## config.mk

```make
export PLATFORM = sky130hd
export DESIGN_NAME = spi_baud_clock_gen
export DESIGN_NICKNAME = d
export VERILOG_FILES = /design/src/rtl/spi_baud_clock_gen.sv
export SDC_FILE = /design/constraint.sdc
export NUM_CORES = 1
export LEC_CHECK = 0
export ABC_AREA = 1
export CAP_MARGIN = 40
export CORE_AREA = 3 3 89 70
export DETAILED_ROUTE_END_ITERATION = 10
export DIE_AREA = 0 0 92 73
export GPL_ROUTABILITY_DRIVEN = 0
export GPL_TIMING_DRIVEN = 0
export HOLD_SLACK_MARGIN = 0.02
export PLACE_DENSITY_LB_ADDON = 0.3
export SYNTH_ARGS = -nofsm -noshare
export SYNTH_HDL_FRONTEND = slang
export SYNTH_SLANG_ARGS = --single-unit
```

## constraint.sdc

```tcl
create_clock -name clk -period 4.9 [get_ports clk]
set_input_delay 0.98 -clock clk [delete_from_list [all_inputs] [get_ports clk]]
set_output_delay 0.98 -clock clk [all_outputs]
set_load 0.01 [all_outputs]
```

## src/rtl/spi_baud_clock_gen.sv

```systemverilog
// ---------------------------------------------------------------------------
// spi_baud_clock_gen
//
// Master-mode SCK generator and bit-timing engine for the SPI block. It sits
// between the control-register decode and the shift-register datapath: it
// derives the SCK half-period from SPIBR and drives the SCK pin level. It
// also tells the datapath exactly when to capture MISO (sample_en) and when
// to advance MOSI (shift_en).
//
// Ports:
//   clk, rst     system clock, asynchronous active-high reset
//   spe, mstr    SPI enable / master select; dropping either aborts a frame
//   cpol, cpha   clock polarity / phase, captured when a frame starts
//   spiswai,
//   wait_mode    both high freezes a running frame in place
//   baud_reg     SPIBR: [6:4]=SPPR, [2:0]=SPR, captured when a frame starts
//   start        one-cycle frame request, honoured only while idle
//   busy         frame in progress (start accepted until frame_done + 1)
//   sclk         SCK pin level
//   sample_en    one-cycle strobe: capture the MISO bit
//   shift_en     one-cycle strobe: advance the MOSI bit
//   frame_done   one-cycle end-of-frame pulse
//   bit_cnt      number of bits sampled so far in the current frame
// ---------------------------------------------------------------------------
module spi_baud_clock_gen #(
  parameter int FRAME_BITS = 8
) (
  input  logic                          clk,
  input  logic                          rst,
  input  logic                          spe,
  input  logic                          mstr,
  input  logic                          cpol,
  input  logic                          cpha,
  input  logic                          spiswai,
  input  logic                          wait_mode,
  input  logic [7:0]                    baud_reg,
  input  logic                          start,
  output logic                          busy,
  output logic                          sclk,
  output logic                          sample_en,
  output logic                          shift_en,
  output logic                          frame_done,
  output logic [$clog2(FRAME_BITS):0]   bit_cnt
);

  localparam int CW        = $clog2(FRAME_BITS) + 1;
  localparam int EW        = $clog2(2 * FRAME_BITS) + 1;
  localparam int LAST_EDGE = 2 * FRAME_BITS;

  // DONE is the single cycle in which frame_done is high; busy is still set
  // there so that a start arriving alongside frame_done is dropped.
  typedef enum logic [2:0] {
    IDLE,
    SETUP,
    ACTIVE,
    HOLD,
    DONE
  } state_t;

  state_t        state;
  logic [10:0]   half_cnt;
  logic [10:0]   half_reload;
  logic [EW-1:0] edge_cnt;
  logic          cpha_q;

  logic [10:0]   half_live;
  logic [10:0]   reload_live;
  logic [EW-1:0] next_edge;
  logic          leading;
  logic          do_sample;
  logic          do_shift;
  logic          abort;
  logic          freeze;
  logic          unused_baud_bits;

  // Half-period H = (SPPR+1) * 2^SPR, 1..1024. The counter runs H-1 down to
  // 0, so storing H-1 keeps the reload within 10 significant bits.
  assign half_live   = 11'(({8'd0, baud_reg[6:4]} + 11'd1) << baud_reg[2:0]);
  assign reload_live = half_live - 11'd1;

  assign unused_baud_bits = baud_reg[7] ^ baud_reg[3];

  // Edges are numbered from 1; odd edges move sclk away from its idle level.
  assign next_edge = edge_cnt + EW'(1);
  assign leading   = next_edge[0];
  assign do_sample = cpha_q ? !leading : leading;
  assign do_shift  = cpha_q ? leading
                            : (!leading && (next_edge <= EW'(LAST_EDGE - 2)));

  // Abort takes priority over freeze. The whole frame, including DONE,
  // stalls while frozen.
  assign abort  = (state != IDLE) && (!spe || !mstr);
  assign freeze = (state != IDLE) && wait_mode && spiswai;

  always_ff @(posedge clk or posedge rst) begin
    if (rst) begin
      state       <= IDLE;
      busy        <= 1'b0;
      sclk        <= 1'b0;
      sample_en   <= 1'b0;
      shift_en    <= 1'b0;
      frame_done  <= 1'b0;
      bit_cnt     <= '0;
      half_cnt    <= '0;
      half_reload <= '0;
      edge_cnt    <= '0;
      cpha_q      <= 1'b0;
    end else begin
      sample_en  <= 1'b0;
      shift_en   <= 1'b0;
      frame_done <= 1'b0;

      if (abort) begin
        state    <= IDLE;
        busy     <= 1'b0;
        sclk     <= cpol;
        bit_cnt  <= '0;
        half_cnt <= '0;
        edge_cnt <= '0;
      end else if (freeze) begin
        state <= state;
      end else begin
        case (state)
          IDLE: begin
            sclk <= cpol;
            if (!spe || !mstr) begin
              bit_cnt <= '0;
            end
            if (start && spe && mstr) begin
              state       <= SETUP;
              busy        <= 1'b1;
              half_cnt    <= reload_live;
              half_reload <= reload_live;
              cpha_q      <= cpha;
              bit_cnt     <= '0;
              edge_cnt    <= '0;
            end
          end

          // SETUP only waits for the first half-period; from then on each
          // expiry of the half-period counter is one sclk edge.
          SETUP, ACTIVE: begin
            if (half_cnt == 11'd0) begin
              half_cnt  <= half_reload;
              sclk      <= ~sclk;
              edge_cnt  <= next_edge;
              sample_en <= do_sample;
              shift_en  <= do_shift;
              if (do_sample) begin
                bit_cnt <= bit_cnt + CW'(1);
              end
              if (next_edge == EW'(LAST_EDGE)) begin
                state <= HOLD;
              end else begin
                state <= ACTIVE;
              end
            end else begin
              half_cnt <= half_cnt - 11'd1;
            end
          end

          HOLD: begin
            if (half_cnt == 11'd0) begin
              frame_done <= 1'b1;
              state      <= DONE;
            end else begin
              half_cnt <= half_cnt - 11'd1;
            end
          end

          DONE: begin
            busy     <= 1'b0;
            edge_cnt <= '0;
            state    <= IDLE;
          end

          default: begin
            state <= IDLE;
            busy  <= 1'b0;
          end
        endcase
      end
    end
  end

endmodule

```

==> results by group, run 1 <==
Layout
  – Layout Area Growth over Synthesis: 14.3%
  – Fin nets: 449
  – Ant diodes: 0
  – Fraction of layout cells with a size suffix above 1: 0.172

Logic synthesis
  – Post-synthesis simple-gate area fraction: 0.392
  – Post-synthesis mux area share: 0.00381
  – Largest family of logic cells by synthesized area: simple AND/OR/NAND/NOR gates
  – Count leader, synth: nand2_1
  – Synth warn: 0
  – Synth top cells by count: nand2_1, dfrtp_1, inv_1, nand3_1, nor2_1
  – Syn Nets: 418
  – Yosys reg bits: 40
  – Syn Area/Cell: 7.49 sq um
  – Synth Instances: 394
  – Post-Synth Adder-Cell Area: 0.0297
  – Cell variety after synth: 46
  – Synth Cell Area: 2950 sq um
  – Synth Area in Compound Gates: 0.123
  – FFs w/ async S/R, synth: 1.00
  – Top_reg_cell synth: dfrtp_1
  – Sequential element share of the synthesized area: 0.339
  – Dominant cells by area after synthesis: dfrtp_1, nand2_1, nand3_1
  – Number of synthesized flops with an enable pin: 0
  – Synth Area in XOR/XNOR: 0.0381
  – Synth top area share: 0.339
  – Largest area contributor in the netlist: dfrtp_1

Route
  – WL per Instance: 13.7 um
  – Vias per cell: 5.36
  – Final WL: 6.87 mm
  – Vias: 2,681
  – Routed Antenna Nets: 0
  – Residual DRC: 0
  – DR pass1 iterations: 5
  – Iter 0 DRT Violations: 179

STA
  – Fmax: 338 MHz
  – Final setup fails: 0
  – Slew margin rel.: 0.708
  – Clock Skew: 0.00808 ns
  – Fin. Hold Viols: 0
  – Count of final max-slew check failures: 0
  – Final min period: 2.96 ns
  – Tcrit/Tclk final: 0.605
  – Final Worst Setup Slack: 1.94 ns
  – RSZ-0062 raised after global routing: false
  – Worst slew pin tran: 0.438 ns
  – Setup TNS: 0 ns

Clock tree
  – H-tree levels: 2
  – CTS Hold Bufs: 0
  – CTS root buf: clkbuf_8
  – CTS tree: built
  – TritonCTS buffer count: 5
  – Post CTS Setup Buffer Count: 0
  – Clk sinks: 40
  – Longest Clk Path Bufs: 2
  – Clock Latency Late Sink: 0.30 ns
  – Clock Pin Slew Worst Setup and Hold Paths: 0.08 ns
  – Post-cts repair resize count: 0

Setup path
  – Crit Path Class: input pin to register
  – Crit-path slowest cell: clkdlybuf4s50_1
  – Max FO, Critical Path: 5
  – WP buf/inv: 1
  – Crit. End Element: register
  – Critical path startpoint category: input pin
  – CP delay by family, top: simple AND/OR/NAND/NOR gates
  – Crit-path cells: clkdlybuf4s50_1, ha_1, o21ai_1, nor2_1, nand2_2, ha_1, nand3_2, o21ai_0, nand3_1, nand2_1, nand2_1
  – CP peak stage delay: 0.48 ns
  – Critical path data arrival time: 3.16 ns
  – Req. time, crit path: 5.09 ns

Floorplan
  – Row cnt: 23
  – Die height: 73 um
  – Initial Utilization: 0.552
  – Die X: 92 um
  – Ports: 26
  – Die area: 6720 sq um
  – Core area: 5350 sq um

GRT
  – GR Util met1: 0.332
  – First-pass GRT wire length: 11.4 mm
  – Top Usage Layer GRT: met1
  – Initial antenna violation count: 0
  – Vias in the first global route: 2,382
  – Grt ovf: 0
  – Met2 usage: 0.311
  – Largest net degree at the start of global routing: 31
  – All-Layer GR Usage: 0.216
  – Grt met3 use: 0.0371

Status
  – Status: finished clean

Min path
  – Worst Hold Class: register to register

Placement
  – HPWL Detailed: 5.48 mm
  – Port bufs: 23
  – Worst slack, placed: 1.65 ns

Pwr
  – Static Leak: 0.00166 uW
  – Pwr per Cell Area: 574 nW/um^2
  – Peak supply drop: 0.213 mV

Flow run
  – Max_cap viols: 0
-- area by class of cell --
type                       instances  area (sq um)
fill                             500          1980
clock buffer                       6          72.6
sequential                        40          1000
inverter                          51           195
clock inverter                     1          5.00
buffer                             5          25.0
timing repair buffer              24           250
tap                               75          93.8
multi-input combinational        298          1730
-- placed cells by master (no fill, tap or decap), types with 2 or more instances in the layout --
| cell | Yosys | routed |
|---|---|---|
| dfrtp_1 | 40 | 40 |
| clkbuf_8 | 0 | 5 |
| nor3_1 | 3 | 3 |
| nand3_1 | 37 | 37 |
| xor2_1 | 9 | 9 |
| nand4_1 | 6 | 6 |
| nand3_2 | 4 | 4 |
| nand2_2 | 8 | 8 |
| nor4_1 | 2 | 2 |
| nor2_4 | 5 | 5 |
| nor2_8 | 4 | 4 |
| o21ai_2 | 4 | 4 |
| buf_2 | 2 | 2 |
| o21ai_0 | 18 | 18 |
| inv_2 | 10 | 11 |
| nor2_2 | 6 | 6 |
| o211ai_1 | 3 | 3 |
| clkdlybuf4s50_1 | 0 | 23 |
| a21oi_1 | 11 | 11 |
| a21oi_2 | 2 | 2 |
| inv_1 | 39 | 38 |
| nand2_4 | 6 | 6 |
| clkinv_2 | 1 | 2 |
| o21ai_1 | 7 | 7 |
| nor3_2 | 2 | 2 |
| ha_1 | 7 | 7 |
| a31oi_1 | 7 | 7 |
| nand2_1 | 104 | 104 |
| clkbuf_1 | 1 | 2 |
| xnor2_1 | 2 | 2 |
| nor2_1 | 27 | 27 |
-- per-stage QoR --
| stage | cell area, sq um | util | std cells | power [uW] | hold slack [ns] |
|---|---|---|---|---|---|
| 5_1_grt | 3370 | 0.630 | 500 | 2090 | 0.524 |
| 2_1_floorplan | 2950 | - | 394 | 1430 | 0.449 |
| 4_1_cts | 3370 | 0.630 | 500 | 1930 | 0.489 |
| 6_report | 3370 | 0.630 | 500 | 1940 | 0.485 |
| 3_5_place_dp | 3300 | 0.616 | 493 | 1720 | 0.470 |
| 3_3_place_gp | 3280 | 0.612 | 492 | 1680 | 0.465 |
-- layer usage --
layer | vias to the layer above | routed length [um] | share of wire
met2 | 76 | 2920 | 0.43
met4 | 0 | 78 | 0.011
met3 | 9 | 403 | 0.059
met1 | 1251 | 3460 | 0.50
met5 | - | 0 | 0
li1 | 1345 | - | -
-- final timing paths --
kind	from	cells after the start	slack (ns)	end
min	half_cnt[10]$_DFFE_PP0P_	2	0.48	half_cnt[10]$_DFFE_PP0P_
max	baud_reg[4]	11	1.94	half_cnt[6]$_DFFE_PP0P_
min in group asynchronous	rst	2	0.92	half_cnt[2]$_DFFE_PP0P_
min reg2reg	half_cnt[10]$_DFFE_PP0P_	2	0.48	half_cnt[10]$_DFFE_PP0P_
max in group asynchronous	rst	3	3.54	half_reload[6]$_DFFE_PP0P_
max reg2reg	half_cnt[0]$_DFFE_PP0P_	13	2.79	half_cnt[10]$_DFFE_PP0P_
-- power breakdown --
| part | total, uW | leakage [uW] | switching (uW) | internal (uW) |
|---|---|---|---|---|
| clock network | 210 | 0.0000410 | 113 | 96.8 |
| registers | 557 | 0.000513 | 101 | 456 |
| logic | 1170 | 0.00111 | 753 | 416 |
-- registers in the layout (all words and copies together), names as in the netlist --
signal / cells
busy: 1
frame_done: 1
shift_en: 1
edge_cnt: 5
sclk: 1
bit_cnt: 4
sample_en: 1
cpha_q: 1
half_cnt: 11
half_reload: 11
state: 3
-- cell families (layout without fill, tap and decap cells) --
group / Yosys count / count (layout)
compound gates: 57 / 57
simple gates: 221 / 221
xor+xnor: 12 / 12
flops: 40 / 40
buf+inv: 56 / 87
mux: 1 / 1
fa+ha+maj: 7 / 7
-- worst min-delay path, stage by stage (launching register included) --
cell,delay [ns]
dfrtp_1,0.34
nand2_1,0.06
nand2_1,0.06
No activity file was read; power rests on OpenSTA's default activity.
==> run 2: changes to the inputs <==
==> constraint.sdc (replaced) <==
create_clock -name clk -period 2.8 [get_ports clk]
set_input_delay 0.56 -clock clk [delete_from_list [all_inputs] [get_ports clk]]
set_output_delay 0.56 -clock clk [all_outputs]
set_load 0.01 [all_outputs]
==> results of run 2 <==
The final DEF is identical to that of run 1. Status: finished clean.
Among the figures that moved: setup slack after placement 1.65 ns -> -0.0303 ns; setup slack after layout 1.94 ns -> 0.258 ns; register-to-register setup slack 2.79 ns -> 0.69 ns; total power 1940 uW -> 3390 uW; worst IR drop on VDD 0.213 mV -> 0.373 mV
